### src/rtl/adder_pkg.sv
// Shared helpers for the pipelined adder: slice sizing, parameter sanity
// check and the signed-overflow rule.
package adder_pkg;

  function automatic int slice_width(input int width, input int stages);
    if (stages > 32'sd0) begin
      return width / stages;
    end else begin
      return 32'sd1;
    end
  endfunction

  function automatic bit params_ok(input int width, input int stages);
    return (stages >= 32'sd1) && (stages <= width) && ((width % stages) == 32'sd0);
  endfunction

  // Overflow when both addends share a sign and the result sign differs.
  function automatic logic ovf_calc(input logic a_msb, input logic b_msb, input logic sum_msb);
    return (a_msb == b_msb) && (sum_msb != a_msb);
  endfunction

endpackage

### src/rtl/adder_slice.sv
// Purely combinational N-bit ripple chain of full_adder cells.
module adder_slice #(
  parameter int N = 4
) (
  input  logic [N-1:0] a_i,
  input  logic [N-1:0] b_i,
  input  logic         cin_i,
  output logic [N-1:0] sum_o,
  output logic         cout_o
);

  // Per-bit carry nets keep the chain free of self-dependent vectors.
  for (genvar i = 0; i < N; i++) begin : g_bit
    logic ci_s;
    logic co_s;
    if (i == 0) begin : g_first
      assign ci_s = cin_i;
    end else begin : g_next
      assign ci_s = g_bit[i-1].co_s;
    end
    full_adder u_fa (
      .a_i   (a_i[i]),
      .b_i   (b_i[i]),
      .cin_i (ci_s),
      .sum_o (sum_o[i]),
      .cout_o(co_s)
    );
  end

  assign cout_o = g_bit[N-1].co_s;

endmodule

### src/rtl/full_adder.sv
// Single-bit full adder cell used to build the ripple slices.
module full_adder (
  input  logic a_i,
  input  logic b_i,
  input  logic cin_i,
  output logic sum_o,
  output logic cout_o
);

  assign sum_o  = a_i ^ b_i ^ cin_i;
  assign cout_o = (a_i & b_i) | (cin_i & (a_i ^ b_i));

endmodule

### src/rtl/pipelined_adder.sv
// WIDTH-bit add/subtract split into STAGES registered ripple slices with a
// valid/ready handshake; the final stage register is the output.
module pipelined_adder
  import adder_pkg::*;
#(
  parameter int WIDTH  = 16,
  parameter int STAGES = 4
) (
  input  logic             clk,
  input  logic             rst,
  input  logic             in_valid,
  output logic             in_ready,
  input  logic [WIDTH-1:0] A,
  input  logic [WIDTH-1:0] B,
  input  logic             Cin,
  input  logic             Sub,
  output logic             out_valid,
  input  logic             out_ready,
  output logic [WIDTH-1:0] Sum,
  output logic             Cout,
  output logic             Ovf
);

  localparam int SLICE  = slice_width(WIDTH, STAGES);
  localparam bit CFG_OK = params_ok(WIDTH, STAGES);
  localparam int LAST   = STAGES - 1;

  if (!CFG_OK) begin : g_cfg_err
    $error("pipelined_adder: WIDTH must be divisible by STAGES and 1 <= STAGES <= WIDTH");
  end

  logic             advance_s;
  logic             load_out_s;
  logic [WIDTH-1:0] b_op_s;

  // Stage inputs: stage 0 sees the ports, stage k sees stage k-1 registers.
  // Operands are kept right-aligned so each stage adds bits [SLICE-1:0].
  logic [WIDTH-1:0] a_in_s  [STAGES];
  logic [WIDTH-1:0] b_in_s  [STAGES];
  logic [WIDTH-1:0] r_in_s  [STAGES];
  logic             c_in_s  [STAGES];
  logic             v_in_s  [STAGES];
  logic             sa_in_s [STAGES];
  logic             sb_in_s [STAGES];

  logic [SLICE-1:0] s_sum_s  [STAGES];
  logic             s_cout_s [STAGES];

  logic [WIDTH-1:0] a_d  [STAGES];
  logic [WIDTH-1:0] b_d  [STAGES];
  logic [WIDTH-1:0] r_d  [STAGES];
  logic             c_d  [STAGES];
  logic             v_d  [STAGES];
  logic             sa_d [STAGES];
  logic             sb_d [STAGES];
  logic             ovf_d;

  logic [WIDTH-1:0] a_q  [STAGES];
  logic [WIDTH-1:0] b_q  [STAGES];
  logic [WIDTH-1:0] r_q  [STAGES];
  logic             c_q  [STAGES];
  logic             v_q  [STAGES];
  logic             sa_q [STAGES];
  logic             sb_q [STAGES];
  logic             ovf_q;

  assign b_op_s     = Sub ? ~B : B;
  assign advance_s  = out_ready | ~v_q[LAST];
  assign load_out_s = advance_s & v_in_s[LAST];

  // Route each stage's operands, carry, partial result and sign bits.
  always_comb begin
    a_in_s[0]  = A;
    b_in_s[0]  = b_op_s;
    r_in_s[0]  = {WIDTH{1'b0}};
    c_in_s[0]  = Sub ? 1'b1 : Cin;
    v_in_s[0]  = in_valid;
    sa_in_s[0] = A[WIDTH-1];
    sb_in_s[0] = b_op_s[WIDTH-1];
    for (int k = 1; k < STAGES; k++) begin
      a_in_s[k]  = a_q[k-1];
      b_in_s[k]  = b_q[k-1];
      r_in_s[k]  = r_q[k-1];
      c_in_s[k]  = c_q[k-1];
      v_in_s[k]  = v_q[k-1];
      sa_in_s[k] = sa_q[k-1];
      sb_in_s[k] = sb_q[k-1];
    end
  end

  for (genvar k = 0; k < STAGES; k++) begin : g_stage
    adder_slice #(.N(SLICE)) u_slice (
      .a_i   (a_in_s[k][SLICE-1:0]),
      .b_i   (b_in_s[k][SLICE-1:0]),
      .cin_i (c_in_s[k]),
      .sum_o (s_sum_s[k]),
      .cout_o(s_cout_s[k])
    );
  end

  // Each new slice sum enters at the top of the result word, which shifts
  // right, so after the last stage every slice sits at its own position.
  always_comb begin
    for (int k = 0; k < STAGES; k++) begin
      a_d[k]  = a_in_s[k] >> SLICE;
      b_d[k]  = b_in_s[k] >> SLICE;
      r_d[k]  = (r_in_s[k] >> SLICE) | (WIDTH'(s_sum_s[k]) << (WIDTH - SLICE));
      c_d[k]  = s_cout_s[k];
      v_d[k]  = v_in_s[k];
      sa_d[k] = sa_in_s[k];
      sb_d[k] = sb_in_s[k];
    end
    ovf_d = ovf_calc(sa_in_s[LAST], sb_in_s[LAST], s_sum_s[LAST][SLICE-1]);
  end

  // Pipeline registers; the output stage only takes data with a valid result.
  always_ff @(posedge clk or posedge rst) begin
    if (rst) begin
      for (int k = 0; k < STAGES; k++) begin
        a_q[k]  <= {WIDTH{1'b0}};
        b_q[k]  <= {WIDTH{1'b0}};
        r_q[k]  <= {WIDTH{1'b0}};
        c_q[k]  <= 1'b0;
        v_q[k]  <= 1'b0;
        sa_q[k] <= 1'b0;
        sb_q[k] <= 1'b0;
      end
      ovf_q <= 1'b0;
    end else begin
      for (int k = 0; k < STAGES; k++) begin
        if (advance_s) begin
          v_q[k] <= v_d[k];
        end
        if ((k == LAST) ? load_out_s : advance_s) begin
          a_q[k]  <= a_d[k];
          b_q[k]  <= b_d[k];
          r_q[k]  <= r_d[k];
          c_q[k]  <= c_d[k];
          sa_q[k] <= sa_d[k];
          sb_q[k] <= sb_d[k];
        end
      end
      if (load_out_s) begin
        ovf_q <= ovf_d;
      end
    end
  end

  assign in_ready  = advance_s;
  assign out_valid = v_q[LAST];
  assign Sum       = r_q[LAST];
  assign Cout      = c_q[LAST];
  assign Ovf       = ovf_q;

endmodule

### config.mk
export PLATFORM = sky130hd
export DESIGN_NAME = pipelined_adder
export DESIGN_NICKNAME = d
export VERILOG_FILES = /design/src/rtl/adder_pkg.sv /design/src/rtl/adder_slice.sv /design/src/rtl/full_adder.sv /design/src/rtl/pipelined_adder.sv
export SDC_FILE = /design/constraint.sdc
export NUM_CORES = 1
export LEC_CHECK = 0
export CAP_MARGIN = 20
export CORE_UTILIZATION = 49
export DETAILED_ROUTE_END_ITERATION = 8
export MAX_ROUTING_LAYER = met4
export PLACE_DENSITY_LB_ADDON = 0.3
export SLEW_MARGIN = 40
export SYNTH_ARGS = -nofsm -noshare
export SYNTH_HDL_FRONTEND = slang
export SYNTH_HIERARCHICAL = 1
export SYNTH_SLANG_ARGS = --single-unit
### constraint.sdc
create_clock -name clk -period 2.9 [get_ports clk]
set_input_delay 0.58 -clock clk [delete_from_list [all_inputs] [get_ports clk]]
set_output_delay 0.58 -clock clk [all_outputs]
set_load 0.05 [all_outputs]
==> flow_metrics.py, run 1 <==
metrics = {
    "worst_setup_path": {
        "path_cells": "clkdlybuf4s50_1, or2_2, fa_2, fa_2, fa_2, fa_1, mux2_4",
        "crit_arrival_ns": 2.97,
        "critPathLaunchType": "input port",
        "worstRegToRegCells": 7,
        "crit_fanout": 1,
        "required_ns": 3.16,
        "reg2reg_slack_ns": 0.20,
        "cp_slowest_cell": "fa_1",
        "worstReg2RegStart": "a_in_s[0]",
        "cp-end-kind": "register",
        "cpMostUsedCell": "fa_2",
        "worstSetupPathType": "in -> reg",
        "slowest_delay_ns": 0.43,
        "r2r_end": "Ovf",
    },
    "floorplan": {
        "die_x_um": 96.43,
        "boundaryPins": 58,
        "core-area_um2": 8678,
        "rows": 34,
        "die_h_um": 96.43,
        "initial_core_util_pct": 50.35,
        "die_area_um2": 9299,
    },
    "min_path": {
        "hold_start": "r_in_s[25]",
        "min_path_type": "reg -> reg",
        "whs_endpoint": "r_in_s[25]",
        "whs_path_depth": 1,
    },
    "logic_synthesis": {
        "avgSynthCellArea_um2": 16.93,
        "syn_nets": 312,
        "synth_cells": 258,
        "syn_area_um2": 4369,
        "synthTopCellsByArea": "dfrtp_1 (56%), mux2_4 (18%), mux2_2 (8.0%)",
        "seq_area_frac_synth_pct": 55.56,
        "ys_ff_latch": 97,
        "synth_top_area_share_pct": 55.56,
        "synth_largest_area_cell": "dfrtp_1",
        "ys_types": 20,
        "yosys_warnings": 6,
    },
    "placement": {
        "portBuffers": 57,
        "hpwlAfterDp_mm": 4.269,
        "placed_cells": 414,
        "place_congestion": 0.7218,
    },
    "timing": {
        "min_period_over_period_pct": 93.54,
        "worstMarginPinSlew_ns": 0.5312,
        "report.final.slew_viol_count": 0,
        "relSlewSlack_pct": 64.59,
        "rsz0062_at_grt": "false",
        "hold_violations": 0,
        "fin_crit_ns": 2.713,
        "fin_tns_setup_ns": 0,
        "finalSetupViolCount": 0,
        "clock_skew_ns": 0.01016,
        "timing.fmax_mhz": 368.7,
        "hold-worst-slack_ns": 0.5081,
    },
    "cells_and_area": {
        "area_growth_pct": 18.96,
        "fin_nets": 371,
        "final_cell_mix": "dfrtp_1 (97), clkdlybuf4s50_1 (55), mux2_4 (53)",
        "final_util_pct": 59.89,
        "multiInputGateArea_um2": 1772,
        "drive_gt1_share_pct": 34.78,
        "fill_cells": 705,
        "antenna_cells": 0,
        "fin_cells": 430,
        "layout_commonest_cell": "dfrtp_1",
        "seqCellArea_um2": 2427,
    },
    "global_routing": {
        "track_usage_pct": 16.73,
        "grt_max_degree": 98,
        "gr-total-overflow": 0,
        "grt_pass1_vias": 2268,
        "grt_pass1_wl_mm": 10.98,
        "grt_antenna_before_repair": 0,
    },
    "clock_network": {
        "cts_tree": "built",
        "clkTransAtPathRegs_ns": 0.10,
        "cts_buffer_depth": 2,
        "worstSkewPairLatency_ns": 0.36,
        "htreeDepth": 3,
        "cts.sinks": 97,
        "root_buffer": "clkbuf_8",
        "cts_made_buffers": 9,
    },
    "job": {
        "cap_violations": 0,
    },
    "power": {
        "clockPowerShare_pct": 15.4,
        "switchingPower_mw": 2.012,
        "power_density_nw_per_um2": 1114,
        "pwr-share-seq_pct": 40.6,
        "comb_power_share_pct": 44.0,
        "power.leakage_nw": 2.295,
        "swShare_pct": 34.74,
        "irDropWorstVdd_v": 0.0005214,
        "p_int_mw": 3.780,
    },
    "drt": {
        "ant_nets": 0,
        "dr.pass1.iters": 4,
        "vias": 2177,
        "routed_wl_mm": 6.573,
        "first_iter_violations": 52,
        "post_drt_wl_per_cell_um": 15.29,
        "route.detailed.drc": 0,
        "vias_per_cell": 5.063,
    },
    "run_status": {
        "status": "completed",
    },
}
-- worst max path at each step --
stage                         start         end  slack, ns  depth (start not counted)
after floorplan                 Sub  r_in_s[47]      -0.09                          8
after global placement          Sub  r_in_s[47]      -0.36                          7
after detailed placement        Sub  r_in_s[47]      -0.39                          7
after CTS                       Sub  r_in_s[47]       0.02                          7
after global routing      a_in_s[0]         Ovf        0.1                          7
final                           Cin  r_in_s[47]       0.19                          7
-- synth_stat cells, drive strengths merged --
cell,number
dfrtp,97
mux2,84
fa,16
buf,13
a21oi,12
nor2,12
xnor2,12
xor2,4
nand2b,3
nand2,2
inv,1
o22ai,1
or2,1
-- state kept, by name (all words and copies together), names as in the netlist --
signal	flops
Cout	1
Ovf	1
Sum	16
a_d	10
a_in_s	11
b_d	10
b_in_s	11
c_in_s	3
out_valid	1
r_in_s	24
sa_d	3
sb_d	3
v_d	3
-- metal layers --
metal  up-vias  global-route usage (%)  part of all wire [%]
met1      1135                   21.32                    46
met3         7                   4.304                   3.3
met4         0                   7.353                   1.4
met5         -                       -                     0
met2        42                   25.47                    49
li1        993                       -                     -
-- stage by stage --
| stage | worst slack [ns] | total power [mW] | area, µm² |
|---|---|---|---|
| 3_3_place_gp | -0.3584 | 4.854 | 4990 |
| 6_report | 0.1874 | 5.792 | 5197 |
| 3_5_place_dp | -0.3868 | 4.972 | 4990 |
| 2_1_floorplan | -0.09455 | 4.369 | 4388 |
| 4_1_cts | 0.02161 | 5.875 | 5195 |
| 5_1_grt | 0.09769 | 6.178 | 5197 |
-- power groups by stage --
stage | Sequential (mW) | Combinational, mW | Clock, mW
final | 2.35 | 2.55 | 0.892
after global routing | 2.45 | 2.76 | 0.977
after CTS | 2.37 | 2.59 | 0.916
after detailed placement | 2.39 | 2.58 | 0
after global placement | 2.36 | 2.49 | 0
after floorplan | 2.76 | 1.61 | 0
-- kinds of logic after synthesis --
kind of cell,after synthesis,synth area share (%)
and+or+nand+nor,18,2.119
buffers and inverters,14,4.066
muxes,84,26.20
DFF,97,55.56
xor gates and xnor gates,16,3.207
adders and majority gates,16,7.331
AOI/OAI and AO/OA,13,1.518
-- repair_timing --
item / CTS / global route
buffers inserted: 0 / 0
endpoints found under the setup margin: 0 / 1
resized for setup: 0 / 1
hold buffers: 0 / 0
-- cell type report --
class / instances / area share (%)
clock buffer: 10 / 2.648
sequential: 97 / 46.70
timing repair buffer: 61 / 12.52
clock inverter: 6 / 1.300
inverter: 1 / 0.1444
tap: 108 / 2.600
multi-input combinational: 147 / 34.09
-- worst max-delay path: cells and delay by family --
family	cells	cell delay (ns)
fa+ha+maj	4	1.46
simple gates	1	0.28
mux	1	0.26
buf+inv	1	0.40
No activity file was read; power rests on OpenSTA's default activity.
==> inputs of run 2 (changes only) <==
Settings changed: ABC_CLOCK_PERIOD_IN_PS set to 2900, GPL_TIMING_DRIVEN set to 0, SLEW_MARGIN 40 to 20.
==> run 2 against run 1 <==
Net effect: combinational power is 5% higher; count of clock-buffer cells in the layout is 1 lower; final cell count is 2.6% higher; via count is 1.9% higher; critical path depth is 1 lower; first-iteration DRC count is 9.6% lower; final area is 3.1% higher; clock skew is 0.00074 ns higher; worst setup slack worse by 0.10 ns; total power is 3.5% higher; hold slack better by 0.0014 ns; critical path type is now in -> out.
==> flow_metrics.py, run 2 (synthesis gave the netlist of run 1 again) <==
metrics = {
    "floorplan": {
        "rows": 34,
        "core-area_um2": 8678,
        "die_h_um": 96.43,
        "die_area_um2": 9299,
        "boundaryPins": 58,
        "initial_core_util_pct": 50.35,
        "die_x_um": 96.43,
    },
    "placement": {
        "place_congestion": 0.7490,
        "portBuffers": 56,
        "hpwlAfterDp_mm": 5.119,
        "dpl_cell_area_um2": 5144,
        "placed_cells": 425,
        "place_ws_ns": -0.2673,
    },
    "cells_and_area": {
        "largest_register_ffs": 24,
        "final_cell_mix": "dfrtp_1 (97), clkdlybuf4s50_1 (55), mux2_4 (53)",
        "layout_commonest_cell": "dfrtp_1",
        "fin_cells": 441,
        "antenna_cells": 0,
        "final_cell_area_um2": 5360,
        "area_growth_pct": 22.68,
        "fin_nets": 382,
        "drive_gt1_share_pct": 36.94,
        "final_util_pct": 61.76,
    },
    "global_routing": {
        "grt_pass1_vias": 2342,
        "grt_antenna_before_repair": 0,
        "grt_pass1_wl_mm": 11.89,
        "gr-total-overflow": 0,
        "grt_max_degree": 37,
        "track_usage_pct": 18.26,
    },
    "clock_network": {
        "htreeDepth": 3,
        "worstSkewPairLatency_ns": 0.37,
        "cts_made_buffers": 9,
        "cts_buffer_depth": 2,
        "cts.sinks": 97,
        "root_buffer": "clkbuf_8",
        "clkTransAtPathRegs_ns": 0.10,
        "cts_tree": "built",
    },
    "timing": {
        "setup_ws_ns": 0.08657,
        "hold_violations": 0,
        "min_period_over_period_pct": 97.01,
        "fin_crit_ns": 2.813,
        "rsz0062_at_grt": "false",
        "timing.fmax_mhz": 355.4,
        "clock_skew_ns": 0.01090,
        "finalSetupViolCount": 0,
        "report.final.slew_viol_count": 0,
        "relSlewSlack_pct": 66.07,
        "worstMarginPinSlew_ns": 0.5074,
    },
    "power": {
        "power.leakage_nw": 2.372,
        "irDropWorstVdd_v": 0.0006211,
        "power_density_nw_per_um2": 1118,
    },
    "worst_setup_path": {
        "crit_family": "buffers and inverters",
        "crit_arrival_ns": 2.23,
        "slowest_delay_ns": 0.53,
        "required_ns": 2.32,
        "path_cells": "clkdlybuf4s50_1, nand2b_4, buf_8, buf_6, buf_6, dlygate4sd2_1",
        "cp_slowest_cell": "dlygate4sd2_1",
        "critPathLaunchType": "input port",
        "cp_num_buf_inv": 5,
        "cpMostUsedCell": "buf_6",
        "crit_fanout": 10,
        "worstSetupPathType": "in -> out",
        "cp-end-kind": "output port",
    },
    "drt": {
        "post_drt_wl_per_cell_um": 16.09,
        "vias": 2219,
        "route.detailed.drc": 0,
        "ant_nets": 0,
        "vias_per_cell": 5.032,
        "routed_wl_mm": 7.095,
        "dr.pass1.iters": 3,
        "first_iter_violations": 47,
    },
    "min_path": {
        "min_path_type": "reg -> reg",
    },
    "job": {
        "cap_violations": 0,
    },
    "run_status": {
        "status": "completed",
    },
}
run 2: per-stage QoR:
step                TNS [ns]  total power [mW]  hold WS [ns]
floorplan            -0.1172             4.369        0.4749
global placement     -0.5924             4.993        0.4854
detailed placement   -0.7071             5.104        0.4901
CTS                        0             6.069        0.5135
global route               0             6.355        0.5295
finish                     0             5.993        0.5094
run 2: metal layers:
metal  track usage, %  vias to the layer above  wire, µm  share of wire, %
li1                 -                     1026         -                 -
met1            24.80                     1142      3291                46
met2            27.66                       39      3471                49
met3            2.582                       12       179               2.5
met4            8.088                        0       153               2.2
met5                -                        -         0                 0
run 2: final timing paths:
check | start | slack, ns | to | cells past startpoint
max | out_ready | 0.09 | in_ready | 6
min | r_in_s[7] | 0.51 | Sum[3] | 1
max reg2reg | a_in_s[0] | 0.20 | Ovf | 7
min reg2reg | r_in_s[7] | 0.51 | Sum[3] | 1
max in group asynchronous | rst | 1.65 | Sum[7] | 5
min in group asynchronous | rst | 0.60 | Sum[1] | 3
run 2: layout make-up:
| cell class | count | area (µm²) |
|---|---|---|
| Clock buffer | 9 | 123.9 |
| Inverter | 1 | 7.507 |
| Timing Repair Buffer | 59 | 619.3 |
| Buffer | 13 | 181.4 |
| Tap cell | 108 | 135.1 |
| Clock inverter | 7 | 93.84 |
| Multi-Input combinational cell | 147 | 1772 |
| Fill cell | 661 | 3318 |
| Sequential cell | 97 | 2427 |
run 2: timing repair:
action	4_1_cts	5_1_grt
hold buffers	0	0
resized for setup	1	0
setup buffers	0	0
endpoints found under the setup margin	1	0
run 2: power breakdown:
part / switching [mW] / leakage [nW] / internal, mW / total (mW)
clock network: 0.472 / 0.106 / 0.486 / 0.957
registers: 0.388 / 1.12 / 1.97 / 2.36
logic: 1.20 / 1.15 / 1.48 / 2.68
==> inputs of run 3 (changes only) <==
Settings changed: REMOVE_ABC_BUFFERS set to 1.
==> run 3 against run 2 <==
Net effect: flip-flop and latch count unchanged; wire length decreased by 12%; critical path type is now in -> reg; clock power increased by 3.9%; die area unchanged; total power decreased by 2.0%; global-route usage decreased by 1.9 points; first-iteration DRC count increased by 21%; final area decreased by 2.9%; clock skew decreased by 0.0030 ns.
==> flow_metrics.py, run 3 (synthesis gave the netlist of run 1 again) <==
metrics = {
    "run_status": {
        "status": "completed",
    },
    "global_routing": {
        "busiest_layer": "met2",
        "grt_pass1_wl_mm": 10.81,
        "grt_antenna_before_repair": 0,
        "met2_usage_pct": 22.99,
        "gr-total-overflow": 0,
        "grt_max_degree": 50,
        "met1_usage_pct": 22.83,
        "track_usage_pct": 16.34,
        "grt_pass1_vias": 2182,
        "grt_use_met3_pct": 3.599,
    },
    "timing": {
        "setup_ws_ns": 0.08592,
        "hold_violations": 0,
        "worstMarginPinSlew_ns": 0.5139,
        "clock_skew_ns": 0.007866,
        "fin_tns_setup_ns": 0,
        "fin_crit_ns": 2.814,
        "report.final.slew_viol_count": 0,
        "rsz0062_at_grt": "false",
        "hold-worst-slack_ns": 0.5073,
        "finalSetupViolCount": 0,
        "relSlewSlack_pct": 65.63,
        "timing.fmax_mhz": 355.4,
        "min_period_over_period_pct": 97.04,
    },
    "cells_and_area": {
        "area_growth_pct": 19.10,
        "final_cell_area_um2": 5204,
        "layout_commonest_cell": "dfrtp_1",
        "largest_register_ffs": 24,
        "final_cell_mix": "dfrtp_1 (97), clkdlybuf4s50_1 (55), mux2_4 (53)",
        "fin_nets": 370,
        "final_util_pct": 59.96,
        "fin_cells": 428,
        "drive_gt1_share_pct": 33.44,
        "antenna_cells": 0,
    },
    "worst_setup_path": {
        "crit_arrival_ns": 3.05,
        "cp-end-kind": "register",
        "cp_slowest_cell": "fa_1",
        "crit_family": "adder cells",
        "required_ns": 3.13,
        "worstSetupPathType": "in -> reg",
        "critPathLaunchType": "input port",
        "cp_num_buf_inv": 1,
        "path_cells": "clkdlybuf4s50_1, or2_2, fa_1, fa_2, fa_2, fa_1, mux2_4",
        "slowest_delay_ns": 0.44,
        "crit_fanout": 1,
    },
    "power": {
        "pwr-share-seq_pct": 39.9,
        "swShare_pct": 33.19,
        "p_int_mw": 3.923,
        "irDropWorstVdd_v": 0.0004556,
        "clockPowerShare_pct": 16.9,
        "switchingPower_mw": 1.949,
        "totalPowerFinal_mw": 5.872,
        "power_density_nw_per_um2": 1128,
        "power.leakage_nw": 2.300,
        "comb_power_share_pct": 43.1,
    },
    "floorplan": {
        "die_h_um": 96.43,
        "die_x_um": 96.43,
        "core-area_um2": 8678,
        "initial_core_util_pct": 50.35,
        "rows": 34,
        "boundaryPins": 58,
        "die_area_um2": 9299,
    },
    "drt": {
        "vias_per_cell": 4.918,
        "post_drt_wl_per_cell_um": 14.66,
        "routed_wl_mm": 6.276,
        "first_iter_violations": 57,
        "vias": 2105,
        "ant_nets": 0,
        "route.detailed.drc": 0,
        "dr.pass1.iters": 4,
    },
    "clock_network": {
        "cts-hold-fix-buffers": 0,
        "cts_made_buffers": 9,
        "clkTransAtPathRegs_ns": 0.08,
        "root_buffer": "clkbuf_8",
        "cts_buffer_depth": 2,
        "cts_tree": "built",
        "cts.sinks": 97,
        "htreeDepth": 3,
        "cts_setup_buffers": 0,
        "worstSkewPairLatency_ns": 0.35,
    },
    "placement": {
        "portBuffers": 57,
        "dpl_cell_area_um2": 4981,
        "place_congestion": 0.6915,
        "placed_cells": 413,
        "hpwlAfterDp_mm": 4.221,
        "place_ws_ns": -1.248,
    },
    "job": {
        "cap_violations": 0,
    },
    "min_path": {
        "min_path_type": "reg -> reg",
    },
}
==> run 3: changes by cell type in the layout (fill, tap and decap cells not counted), moves of 2 or more <==
cell        delta
buf_16         +2
buf_2          -2
buf_12         -7
buf_6          -3
buf_8          -2
clkinv_2       -2
clkbuf_1       +3
clkinvlp_4     -3
==> run 3: layout make-up <==
class / instances / area, µm²
Fill cell: 700 / 3475
Sequential cell: 97 / 2427
Multi-Input combinational cell: 147 / 1769
Timing Repair Buffer: 60 / 638.1
Clock buffer: 12 / 135.1
Tap cell: 108 / 135.1
Clock inverter: 3 / 90.09
Inverter: 1 / 8.758
==> run 3: worst paths after layout <==
kind / start / to / slack, ns / cells past startpoint
worst min register to register: r_in_s[9] / r_in_s[9] / 0.51 / 1
max in group asynchronous: rst / a_d[37] / 1.68 / 3
worst max-delay path: Cin / r_in_s[47] / 0.09 / 7
worst max register to register: a_in_s[0] / Ovf / 0.23 / 7
worst min-delay path: r_in_s[9] / r_in_s[9] / 0.51 / 1
min in group asynchronous: rst / a_d[32] / 0.63 / 2
==> run 3: layer usage <==
layer,vias up,share of wire [%]
li1,988,-
met1,1060,47
met2,45,47
met3,12,3.9
met4,0,1.9
met5,-,0
==> run 3: power groups by stage <==
stage,Sequential (mW),Clock [mW],Combinational [mW]
4_1_cts,2.36,1.03,2.58
3_3_place_gp,2.35,0,2.48
2_1_floorplan,2.76,0,1.50
5_1_grt,2.44,1.08,2.77
3_5_place_dp,2.38,0,2.57
6_report,2.34,0.994,2.53
==> run 3: worst register-to-register path, stage by stage (launching register included) <==
cell and delay (ns):
dfrtp_1 0.41, fa_1 0.44, fa_1 0.40, fa_1 0.41, fa_1 0.49, nand2b_1 0.10
o22ai_1 0.07, mux2_2 0.26
==> run 3: what timing repair did <==
action                                  4_1_cts  5_1_grt
endpoints found under the setup margin        5        2
resized for setup                             8        3
cloned                                        0        0
